[src/rtl/fetch_pc_gen_pkg.sv]
// ---------------------------------------------------------------------------
// fetch_pc_gen_pkg
//   Shared types and constants for the front-end next-PC generator.
//
//   fetch_state_t : fetch sequencer state (BOOT / RUN / HALT)
//   fetch_pkt_t   : one packet handed to the fetch queue
//   FETCH_STRIDE  : byte distance between sequential fetch PCs
//   next_seq_pc() : sequential successor of a fetch PC (wraps at 2^32)
// ---------------------------------------------------------------------------
package fetch_pc_gen_pkg;

  // BOOT is the only state that reset can put us in; RUN generates PCs,
  // HALT lets the packet already in s1 drain but starts nothing new.
  typedef enum logic [1:0] {
    BOOT = 2'd0,
    RUN  = 2'd1,
    HALT = 2'd2
  } fetch_state_t;

  // Everything the fetch queue needs for one fetch slot.
  typedef struct packed {
    logic [31:0] pc;
    logic        pred_taken;
    logic [31:0] pred_target;
  } fetch_pkt_t;

  localparam logic [31:0] FETCH_STRIDE = 32'd4;

  // Plain 32-bit add: 32'hFFFF_FFFC rolls over to 32'h0000_0000 by design.
  function automatic logic [31:0] next_seq_pc(input logic [31:0] pc);
    return pc + FETCH_STRIDE;
  endfunction

endpackage

[src/rtl/fetch_pc_gen.sv]
// ---------------------------------------------------------------------------
// fetch_pc_gen
//   Front-end next-PC generator sitting in front of the BTB.
//
//   A two-entry pipeline:
//     s0 : the PC currently presented on the BTB read port (btb_pc)
//     s1 : the PC whose packet is offered to the fetch queue
//   The BTB answers one cycle late, so the live btb_hit/btb_target belong to
//   s1 on the first cycle s1 holds a PC. That answer is captured so a stalled
//   packet keeps its prediction even after the BTB output moves on.
//
//   Next-PC priority: redirect > taken prediction on accept > PC+4 > hold.
//
// Ports
//   clk             in   clock, all state on posedge
//   rst_n           in   asynchronous active-low reset
//   fetch_en        in   1 = generate PCs, 0 = stop after current packet
//   btb_pc          out  [31:0] PC driven to the BTB read port
//   btb_hit         in   BTB hit for last cycle's btb_pc
//   btb_target      in   [31:0] BTB predicted target for that PC
//   redirect        in   backend flush / mispredict restart
//   redirect_pc     in   [31:0] restart PC
//   pkt_valid       out  packet valid toward the fetch queue
//   pkt_ready       in   fetch queue accepts the packet
//   pkt_pc          out  [31:0] packet PC
//   pkt_pred_taken  out  BTB predicted taken
//   pkt_pred_target out  [31:0] predicted target, zero when not taken
// ---------------------------------------------------------------------------
module fetch_pc_gen
  import fetch_pc_gen_pkg::*;
#(
  parameter logic [31:0] RESET_PC = 32'h6000_0000
) (
  input  logic        clk,
  input  logic        rst_n,
  input  logic        fetch_en,
  output logic [31:0] btb_pc,
  input  logic        btb_hit,
  input  logic [31:0] btb_target,
  input  logic        redirect,
  input  logic [31:0] redirect_pc,
  output logic        pkt_valid,
  input  logic        pkt_ready,
  output logic [31:0] pkt_pc,
  output logic        pkt_pred_taken,
  output logic [31:0] pkt_pred_target
);

  // ---------------------------------------------------------------------
  // State
  // ---------------------------------------------------------------------
  fetch_state_t state_q, state_d;

  logic [31:0] s0_pc_q, s0_pc_d;

  logic        s1_valid_q, s1_valid_d;
  logic [31:0] s1_pc_q,    s1_pc_d;
  logic        s1_fresh_q, s1_fresh_d;
  logic        s1_hit_q,   s1_hit_d;
  logic [31:0] s1_tgt_q,   s1_tgt_d;

  // ---------------------------------------------------------------------
  // Control terms
  // ---------------------------------------------------------------------
  logic        pred;
  logic [31:0] pred_tgt;
  logic        fire;
  logic        pred_redirect;
  logic        s1_free;
  logic        advance;
  fetch_pkt_t  pkt;

  // Pick the BTB answer that belongs to s1: the live port on the first
  // cycle s1 holds its PC, the captured copy while it sits stalled.
  // The target is trusted as-is; nothing checks it for alignment.
  always_comb begin
    pred     = s1_fresh_q ? btb_hit    : s1_hit_q;
    pred_tgt = s1_fresh_q ? btb_target : s1_tgt_q;
  end

  // A taken prediction only steers s0 once its packet is actually accepted;
  // the sequential PC already sitting in s0 is then on the wrong path and is
  // simply overwritten, costing one bubble.
  // s0 may move into s1 only while RUN is enabled and s1 is empty or leaving.
  // Neither s1_free nor advance feeds pkt_valid, so pkt_ready never reaches
  // pkt_valid combinationally.
  always_comb begin
    fire          = s1_valid_q & pkt_ready;
    pred_redirect = fire & pred;
    s1_free       = ~s1_valid_q | pkt_ready;
    advance       = (state_q == RUN) & fetch_en & s1_free &
                    ~redirect & ~pred_redirect;
  end

  // ---------------------------------------------------------------------
  // Sequencer next state
  // ---------------------------------------------------------------------
  // BOOT waits for the first enable. RUN drops to HALT the cycle enable
  // falls (advance is already blocked by fetch_en=0 that same cycle), and
  // HALT resumes on enable. Redirect never changes the state by itself.
  always_comb begin
    state_d = state_q;
    case (state_q)
      BOOT:    if (fetch_en)  state_d = RUN;
      RUN:     if (!fetch_en) state_d = HALT;
      HALT:    if (fetch_en)  state_d = RUN;
      default:                state_d = BOOT;
    endcase
  end

  // ---------------------------------------------------------------------
  // Next s0 PC
  // ---------------------------------------------------------------------
  // Redirect wins over everything, including a prediction that fires in
  // the same cycle. A prediction still steers s0 even if fetch is being
  // disabled or the sequencer is already in HALT.
  always_comb begin
    s0_pc_d = s0_pc_q;
    if (redirect) begin
      s0_pc_d = redirect_pc;
    end else if (pred_redirect) begin
      s0_pc_d = pred_tgt;
    end else if (advance) begin
      s0_pc_d = next_seq_pc(s0_pc_q);
    end
  end

  // ---------------------------------------------------------------------
  // Next s1 contents
  // ---------------------------------------------------------------------
  // s1_fresh is a one-cycle flag set only when s0 moves in. While it is
  // set the live BTB answer is copied into the hold registers, so from the
  // next cycle on the stalled packet reads its own prediction from there.
  // Redirect is the only way a packet leaves without being accepted; a
  // packet accepted in the same cycle as a redirect still counts as taken
  // by the queue, which is why dropping s1_valid is safe either way.
  always_comb begin
    s1_valid_d = s1_valid_q;
    s1_pc_d    = s1_pc_q;
    s1_fresh_d = 1'b0;
    s1_hit_d   = s1_hit_q;
    s1_tgt_d   = s1_tgt_q;

    if (s1_fresh_q) begin
      s1_hit_d = btb_hit;
      s1_tgt_d = btb_target;
    end

    if (redirect) begin
      s1_valid_d = 1'b0;
    end else if (advance) begin
      s1_valid_d = 1'b1;
      s1_pc_d    = s0_pc_q;
      s1_fresh_d = 1'b1;
    end else if (fire) begin
      s1_valid_d = 1'b0;
    end
  end

  // ---------------------------------------------------------------------
  // State registers
  // ---------------------------------------------------------------------
  // Reset can land at any time, including mid-stall; the packet in s1 is
  // discarded and fetch restarts from RESET_PC once enabled again.
  always_ff @(posedge clk or negedge rst_n) begin
    if (!rst_n) begin
      state_q    <= BOOT;
      s0_pc_q    <= RESET_PC;
      s1_valid_q <= 1'b0;
      s1_pc_q    <= 32'h0;
      s1_fresh_q <= 1'b0;
      s1_hit_q   <= 1'b0;
      s1_tgt_q   <= 32'h0;
    end else begin
      state_q    <= state_d;
      s0_pc_q    <= s0_pc_d;
      s1_valid_q <= s1_valid_d;
      s1_pc_q    <= s1_pc_d;
      s1_fresh_q <= s1_fresh_d;
      s1_hit_q   <= s1_hit_d;
      s1_tgt_q   <= s1_tgt_d;
    end
  end

  // ---------------------------------------------------------------------
  // Outputs
  // ---------------------------------------------------------------------
  // The prediction fields are qualified with s1_valid so an empty slot
  // always shows a clean not-taken / zero-target packet. During a stall
  // every field comes from s1 registers, so they hold steady until accept
  // or redirect.
  always_comb begin
    pkt.pc          = s1_pc_q;
    pkt.pred_taken  = s1_valid_q & pred;
    pkt.pred_target = pkt.pred_taken ? pred_tgt : 32'h0;
  end

  assign btb_pc          = s0_pc_q;
  assign pkt_valid       = s1_valid_q;
  assign pkt_pc          = pkt.pc;
  assign pkt_pred_taken  = pkt.pred_taken;
  assign pkt_pred_target = pkt.pred_target;

endmodule

[config.mk]
export PLATFORM = sky130hd
export DESIGN_NAME = fetch_pc_gen
export DESIGN_NICKNAME = d
export VERILOG_FILES = /design/src/rtl/fetch_pc_gen_pkg.sv /design/src/rtl/fetch_pc_gen.sv
export SDC_FILE = /design/constraint.sdc
export NUM_CORES = 1
export LEC_CHECK = 0
export BUFFER_PORTS_ARGS = -buffer_cell sky130_fd_sc_hd__buf_2
export CAP_MARGIN = 30
export CORE_MARGIN = 10
export CORE_UTILIZATION = 45
export CTS_CLUSTER_SIZE = 30
export DETAILED_ROUTE_END_ITERATION = 16
export HOLD_SLACK_MARGIN = 0.12
export PLACE_DENSITY_LB_ADDON = 0.3
export SYNTH_ARGS = -nofsm -noshare
export SYNTH_HDL_FRONTEND = slang
export SYNTH_SLANG_ARGS = --single-unit
[constraint.sdc]
create_clock -name clk -period 3.9 [get_ports clk]
set_clock_uncertainty 0.1 [all_clocks]
set_input_delay 0.585 -clock clk [delete_from_list [all_inputs] [get_ports clk]]
set_output_delay 0.585 -clock clk [all_outputs]
set_load 0.01 [all_outputs]
==> key figures, run 1 <==
Yosys
  – Yosys top cell by area: dfrtp_1
  – Ranking of synthesized cells by area: dfrtp_1 (48%), mux2_2 (11%), and3_1 (3.1%)
  – Synth warn: 0
  – Sequential area share after synthesis: 0.485
  – Asr flop ratio synth: 1.00
  – Synthesized area: 5210 um2
  – Primary FF master, synth: dfrtp_1
  – Number of synthesized register bits: 101
  – Mapped Nets: 562
  – Mapped Cells: 491
  – Post-synth EDFFs: 0
  – Synth top area share: 0.475
  – Syn_area_per_cell: 10.6 um2
  – Cell with the most instances after synthesis: dfrtp_1
  – Netlist cell types: 62
  – Top cell types by occurrence after synthesis: dfrtp_1 (99), mux2_2 (51), nand2_1 (40)

Critical path
  – Worst r2r src: pkt_valid
  – CP Capture Type: flip-flop
  – Worst EP required: 4.03 ns
  – WS Path Type: reg2reg
  – Worst reg2reg setup slack: 1.09 ns
  – Reg2reg end: pkt_pc[2]
  – CP Max Fanout: 27
  – Crit path DAT: 2.94 ns
  – Cell depth of the worst setup path: 5
  – CP endpoint: pkt_pc[2]
  – Buf+Inv Stages, Crit Path: 1
  – Slowest CP cell: dfrtp_1
  – CP cell instances: nor2b_1 -> nor2_1 -> nand2_2 -> buf_12 -> mux2_2
  – Slowest stage delay, CP: 0.65 ns
  – CP Launch Point: pkt_valid
  – Reg2Reg Depth: 5
  – Crit start category: flip-flop
  – Critical path's top delay family: simple AND/OR/NAND/NOR gates

Power
  – Static Leakage: 3.20 nW
  – Worst IR Drop VDD: 0.288 mV
  – PwrDens: 503 nW/um2

Clock network
  – CTS tree: built
  – Reg clk slew, reported paths: 0.07 ns
  – Postcts setup bufs: 0
  – Clk_lat worst skew: 0.35 ns
  – Resized cells post-CTS: 0
  – Longest Clk Path Bufs: 2
  – Root Driver: clkbuf_16
  – # hold bufs at CTS: 0
  – # H-tree levels: 3
  – # clock sinks: 101
  – CTS buffer count: 9

Floorplan
  – Initial Utilization: 0.459
  – Die X: 128 um
  – Core area: 11400 um2
  – Cell Rows: 39
  – Boundary pin count: 168
  – Chip Height: 128 um
  – Die area: 16300 um2

Timing
  – Max-slew headroom: 0.477
  – # setup viols final: 0
  – Pins Over Slew Limit: 0
  – FMAX: 0.356 GHz
  – Final critical-path share of the clock period: 0.720
  – Slew @ Worst Pin: 0.777 ns
  – Final Hold Fails: 0
  – Fin Setup TNS: 0 ns
  – RSZ-0062 raised after global routing: false
  – Fin crit period: 2.81 ns

Drt
  – Router iterations before antenna repair: 5
  – Routed WL: 16400 um
  – DRT iter0 DRCs: 398
  – Vias: 4549
  – Routed Antenna Nets: 0
  – Wire per inst: 20.6 um
  – Via/cell ratio: 5.71
  – DRC: 0

Final layout
  – Fillers: 999
  – Register area: 2530 um2
  – Area of the multi-input gates: 2470 um2
  – Antenna cells: 0
  – Area grow syn2layout: 24.5%
  – Finished Layout Cells: 796
  – Share of layout cells above drive strength 1: 0.397
  – Nets: 719

Flow run
  – Max Cap Viol: 0

Global route
  – First-pass GRT wire length: 26200 um
  – GRT Util Overall: 0.199
  – Largest net degree at the start of global routing: 42
  – Initial antenna violation count: 0
  – GR Overflow Total: 0
  – Vias in the first global route: 4751

Hold path
  – Worst Hold Class: in2async

Placed design
  – # port buffers: 167
  – Inst Count DP: 780
  – DPL Wire Length: 12400 um
  – Gpl congestion: 0.896

Status
  – Outcome: finished clean
[worst min-delay path by stage]
stage	start	end	slack, ns	cells after the start
CTS	rst_n	pkt_pc[1]	0.13	1
floorplan	rst_n	btb_pc[0]	0.19	0
global route	rst_n	btb_pc[7]	0.15	1
finish	rst_n	pkt_pc[1]	0.11	1
global placement	pkt_pc[30]	pkt_pc[30]	0.36	2
detailed placement	pkt_pc[16]	pkt_pc[16]	0.37	2
[routing by layer]
metal / track usage / share of wire / up-vias
met2: 0.308 / 0.46 / 199
li1: - / - / 2100
met1: 0.255 / 0.43 / 2225
met3: 0.0649 / 0.097 / 25
met4: 0.0689 / 0.015 / 0
met5: 0 / 0 / -
[final cells by class]
type / count / area share
Sequential cell: 101 / 0.390
Timing Repair Buffer: 178 / 0.146
Tap cell: 143 / 0.0276
Multi-Input combinational cell: 339 / 0.380
Clock buffer: 12 / 0.0380
Inverter: 19 / 0.0110
Clock inverter: 4 / 0.00733
[placed cells by master (no fill, tap or decap), drive strengths merged, types with 15 or more instances in the layout]
cell	n
buf	178
inv	19
nor2	32
and3	26
mux2	51
xor2	15
nand2	41
mux2i	15
nand4	18
dfrtp	99
o21ai	17
[flip-flops by register name, indices dropped and copies added, names as in the netlist]
register / count
btb_pc: 32
pkt_pc: 32
s1_tgt_q: 32
state_q: 2
pkt_valid: 1
s1_fresh_q: 1
s1_hit_q: 1
[logic make-up after synthesis]
logic type      synth area share
simple gates               0.183
flops                      0.485
compound gates             0.110
mux                        0.141
buf+inv                   0.0413
xor+xnor                  0.0370
fa+ha+maj                0.00240
[where the power goes]
group / switching [mW] / internal [mW]
registers: 0.170 / 1.31
clock network: 0.380 / 0.513
logic: 0.495 / 0.395
[through the flow]
| stage | hold WS, ns | instance area, um2 | setup slack, ns | util | power [mW] |
|---|---|---|---|---|---|
| 2_1_floorplan | 0.189 | 5210 | 1.72 | - | 1.98 |
| 3_3_place_gp | 0.362 | 6170 | 1.35 | 0.543 | 2.35 |
| 3_5_place_dp | 0.370 | 6190 | 1.14 | 0.545 | 2.40 |
| 4_1_cts | 0.132 | 6490 | 1.14 | 0.571 | 3.28 |
| 5_1_grt | 0.154 | 6490 | 0.905 | 0.571 | 3.45 |
| 6_report | 0.106 | 6490 | 1.09 | 0.571 | 3.26 |
Note: power is estimated with default switching activity, not from simulation.
==> run 2: changes to the inputs <==
--- a/config.mk
+++ b/config.mk
@@ -5,6 +5,7 @@
 export SDC_FILE = /design/constraint.sdc
 export NUM_CORES = 1
 export LEC_CHECK = 0
+export ABC_AREA = 1
 export BUFFER_PORTS_ARGS = -buffer_cell sky130_fd_sc_hd__buf_2
 export CAP_MARGIN = 30
 export CORE_MARGIN = 10
==> constraint.sdc (replaced) <==
create_clock -name clk -period 2.45 [get_ports clk]
set_clock_uncertainty 0.1 [all_clocks]
set_input_delay 0.3675 -clock clk [delete_from_list [all_inputs] [get_ports clk]]
set_output_delay 0.3675 -clock clk [all_outputs]
set_load 0.01 [all_outputs]
==> key figures, run 2 <==
Timing
  – Fin crit period: 2.30 ns
  – Slew @ Worst Pin: 0.637 ns (was 0.777 ns)
  – Max-slew headroom: 0.575 (was 0.477)
  – Pins Over Slew Limit: 0 (unchanged)
  – RSZ-0062 raised after global routing: false (unchanged)
  – Final critical-path share of the clock period: 0.937
  – # setup viols final: 0 (unchanged)
  – FMAX: 0.436 GHz
  – Fin Setup TNS: 0 ns (unchanged)
  – Final Hold Fails: 0 (unchanged)

Hold path
  – Worst Hold Class: in2reg (was in2async)

Drt
  – Router iterations before antenna repair: 5 (unchanged)
  – DRT iter0 DRCs: 524 (was 398)
  – DRC: 0 (unchanged)
  – Routed WL: 17100 um (was 16400 um)
  – Via/cell ratio: 4.93 (was 5.71)
  – Wire per inst: 15.8 um (was 20.6 um)
  – Vias: 5348 (was 4549)
  – Routed Antenna Nets: 0 (unchanged)

Yosys
  – Sequential area share after synthesis: 0.458 (was 0.485)
  – Asr flop ratio synth: 1.00 (unchanged)
  – Synthesized area: 5530 um2 (was 5210 um2)
  – Ranking of synthesized cells by area: dfrtp_1 (45%), nand2_1 (20%), o21ai_0 (5.2%) (was dfrtp_1 (48%), mux2_2 (11%), and3_1 (3.1%))
  – Top cell types by occurrence after synthesis: nand2_1 (299), dfrtp_1 (99), inv_1 (68) (was dfrtp_1 (99), mux2_2 (51), nand2_1 (40))
  – Cell with the most instances after synthesis: nand2_1 (was dfrtp_1)
  – Post-synth EDFFs: 0 (unchanged)
  – Primary FF master, synth: dfrtp_1 (unchanged)
  – Synth top area share: 0.448 (was 0.475)
  – Number of synthesized register bits: 101 (unchanged)
  – Mapped Nets: 844 (was 562)
  – Syn_area_per_cell: 7.15 um2 (was 10.6 um2)
  – Netlist cell types: 34 (was 62)
  – Yosys top cell by area: dfrtp_1 (unchanged)
  – Mapped Cells: 773 (was 491)
  – Synth warn: 0 (unchanged)

Placed design
  – Inst Count DP: 1066 (was 780)
  – Gpl congestion: 0.894 (was 0.896)
  – # port buffers: 167 (unchanged)
  – DPL Wire Length: 13100 um (was 12400 um)

Clock network
  – Clk_lat worst skew: 0.35 ns (about the same)
  – Longest Clk Path Bufs: 2 (unchanged)
  – Root Driver: clkbuf_16 (unchanged)
  – # clock sinks: 101 (unchanged)
  – Postcts setup bufs: 0 (unchanged)
  – Reg clk slew, reported paths: 0.07 ns (about the same)
  – CTS buffer count: 9 (unchanged)
  – # H-tree levels: 3 (unchanged)
  – CTS tree: built (unchanged)

Final layout
  – Most common cell after layout, fill and taps aside: nand2_1 (was buf_2)
  – Fillers: 1154 (was 999)
  – Share of layout cells above drive strength 1: 0.248 (was 0.397)
  – Most frequent cells in the layout: nand2_1 (299), buf_2 (166), dfrtp_1 (99), inv_1 (68), o21ai_0 (57) (was buf_2 (166), dfrtp_1 (99), mux2_2 (51), nand2_1 (40), nor2_1 (32))
  – Area grow syn2layout: 23.7% (was 24.5%)
  – Nets: 1003 (was 719)
  – Finished Layout Cells: 1085 (was 796)
  – Post-Route Utilization: 0.569 (was 0.571)

Power
  – PwrDens: 827 nW/um2 (was 503 nW/um2)
  – Worst IR Drop VDD: 0.408 mV (was 0.288 mV)
  – Static Leakage: 3.75 nW (was 3.20 nW)

Critical path
  – Worst EP required: 1.98 ns (was 4.03 ns)
  – CP Capture Type: output port (was flip-flop)
  – Crit path DAT: 1.83 ns (was 2.94 ns)
  – Crit start category: flip-flop (unchanged)
  – WS Path Type: reg2out (was reg2reg)
  – CP Max Fanout: 27 (unchanged)

Flow run
  – Max Cap Viol: 0 (unchanged)

Global route
  – Vias in the first global route: 5245 (was 4751)
  – Largest net degree at the start of global routing: 48 (was 42)
  – GRT Util Overall: 0.199 (about the same)
  – Initial antenna violation count: 1 (was 0)
  – GR Overflow Total: 0 (unchanged)
  – First-pass GRT wire length: 27000 um (was 26200 um)

Floorplan
  – Chip Height: 131 um (was 128 um)
  – Cell Rows: 40 (was 39)
  – Die area: 17100 um2 (was 16300 um2)
  – Die X: 131 um (was 128 um)
  – Boundary pin count: 168 (unchanged)
  – Core area: 12000 um2 (was 11400 um2)
  – Initial Utilization: 0.460 (was 0.459)

Status
  – Outcome: finished clean (unchanged)
-- run 2: cell count changes after synthesis, sizes merged, moves of 32 or more --
cell   change
nand2    +264
nor2      +32
a21oi     +36
mux2      -51
inv       +53
nand3     +35
o21ai     +46
-- run 2: power breakdown --
part	switching, mW	internal (mW)
Clock	0.636	0.953
Sequential	0.299	2.12
Combinational	1.04	0.608
Total	1.97	3.68
-- run 2: routing by layer --
layer	up-vias	wire [um]	track usage
met3	24	1380	0.0504
met4	0	259	0.0615
met5	-	0	0
met1	2374	7920	0.266
met2	195	7560	0.312
li1	2755	-	-
-- run 2: worst max-delay path: stages (launching register included) --
cell,delay (ns)
dfrtp_1,0.45
inv_2,0.10
buf_4,0.23
or2_2,0.29
o21ai_0,0.15
nor2_1,0.09
buf_2,0.15
-- run 2: logic make-up (layout without fill, tap and decap cells) --
logic type,after synthesis,count (layout),share of synthesized area
AND/OR/NAND/NOR,433,433,0.327
AO/OA/AOI/OAI,126,126,0.123
buffers and inverters,107,271,0.0824
flip-flops,101,101,0.458
XOR/XNOR,5,5,0.00793
adder cells (fa/ha/maj),1,1,0.00226
other,0,1,0
-- run 2: what timing repair did --
item,4_1_cts,5_1_grt
hold buffers,2,0
gates resized for setup,0,0
endpoints found under the hold margin,44,0
endpoints found under the setup margin,0,0
-- run 2: path summary, 6_finish.rpt --
kind                                 from  slack [ns]  cells after the start                   to
max                            s1_fresh_q        0.15                      6  pkt_pred_target[12]
min                        redirect_pc[0]        0.14                      3            btb_pc[0]
max reg2reg                    s1_fresh_q        0.39                      8           btb_pc[19]
min reg2reg                     pkt_pc[6]        0.38                      2            pkt_pc[6]
max in group asynchronous           rst_n        1.08                      3           pkt_pc[19]
min in group asynchronous           rst_n        0.47                      2            pkt_pc[3]
-- run 2: layout make-up --
type	count	area [um2]	area share
Multi-Input combinational cell	565	2540	0.372
Inverter	73	274	0.0401
Clock buffer	11	253	0.0370
Tap cell	147	184	0.0269
Sequential cell	101	2530	0.370
Antenna cell	1	2.50	0.000366
Clock inverter	5	81.3	0.0119
Timing Repair Buffer	182	968	0.142
-- run 2: per-stage QoR --
stage	total power [mW]	setup slack [ns]	hold WS, ns	area (um2)
finish	5.65	0.154	0.139	6830
global placement	4.07	0.511	0.329	6480
detailed placement	4.10	0.412	0.332	6480
floorplan	3.37	0.775	-0.0281	5530
CTS	5.69	0.159	0.137	6830
global route	6.03	0.0196	0.165	6830
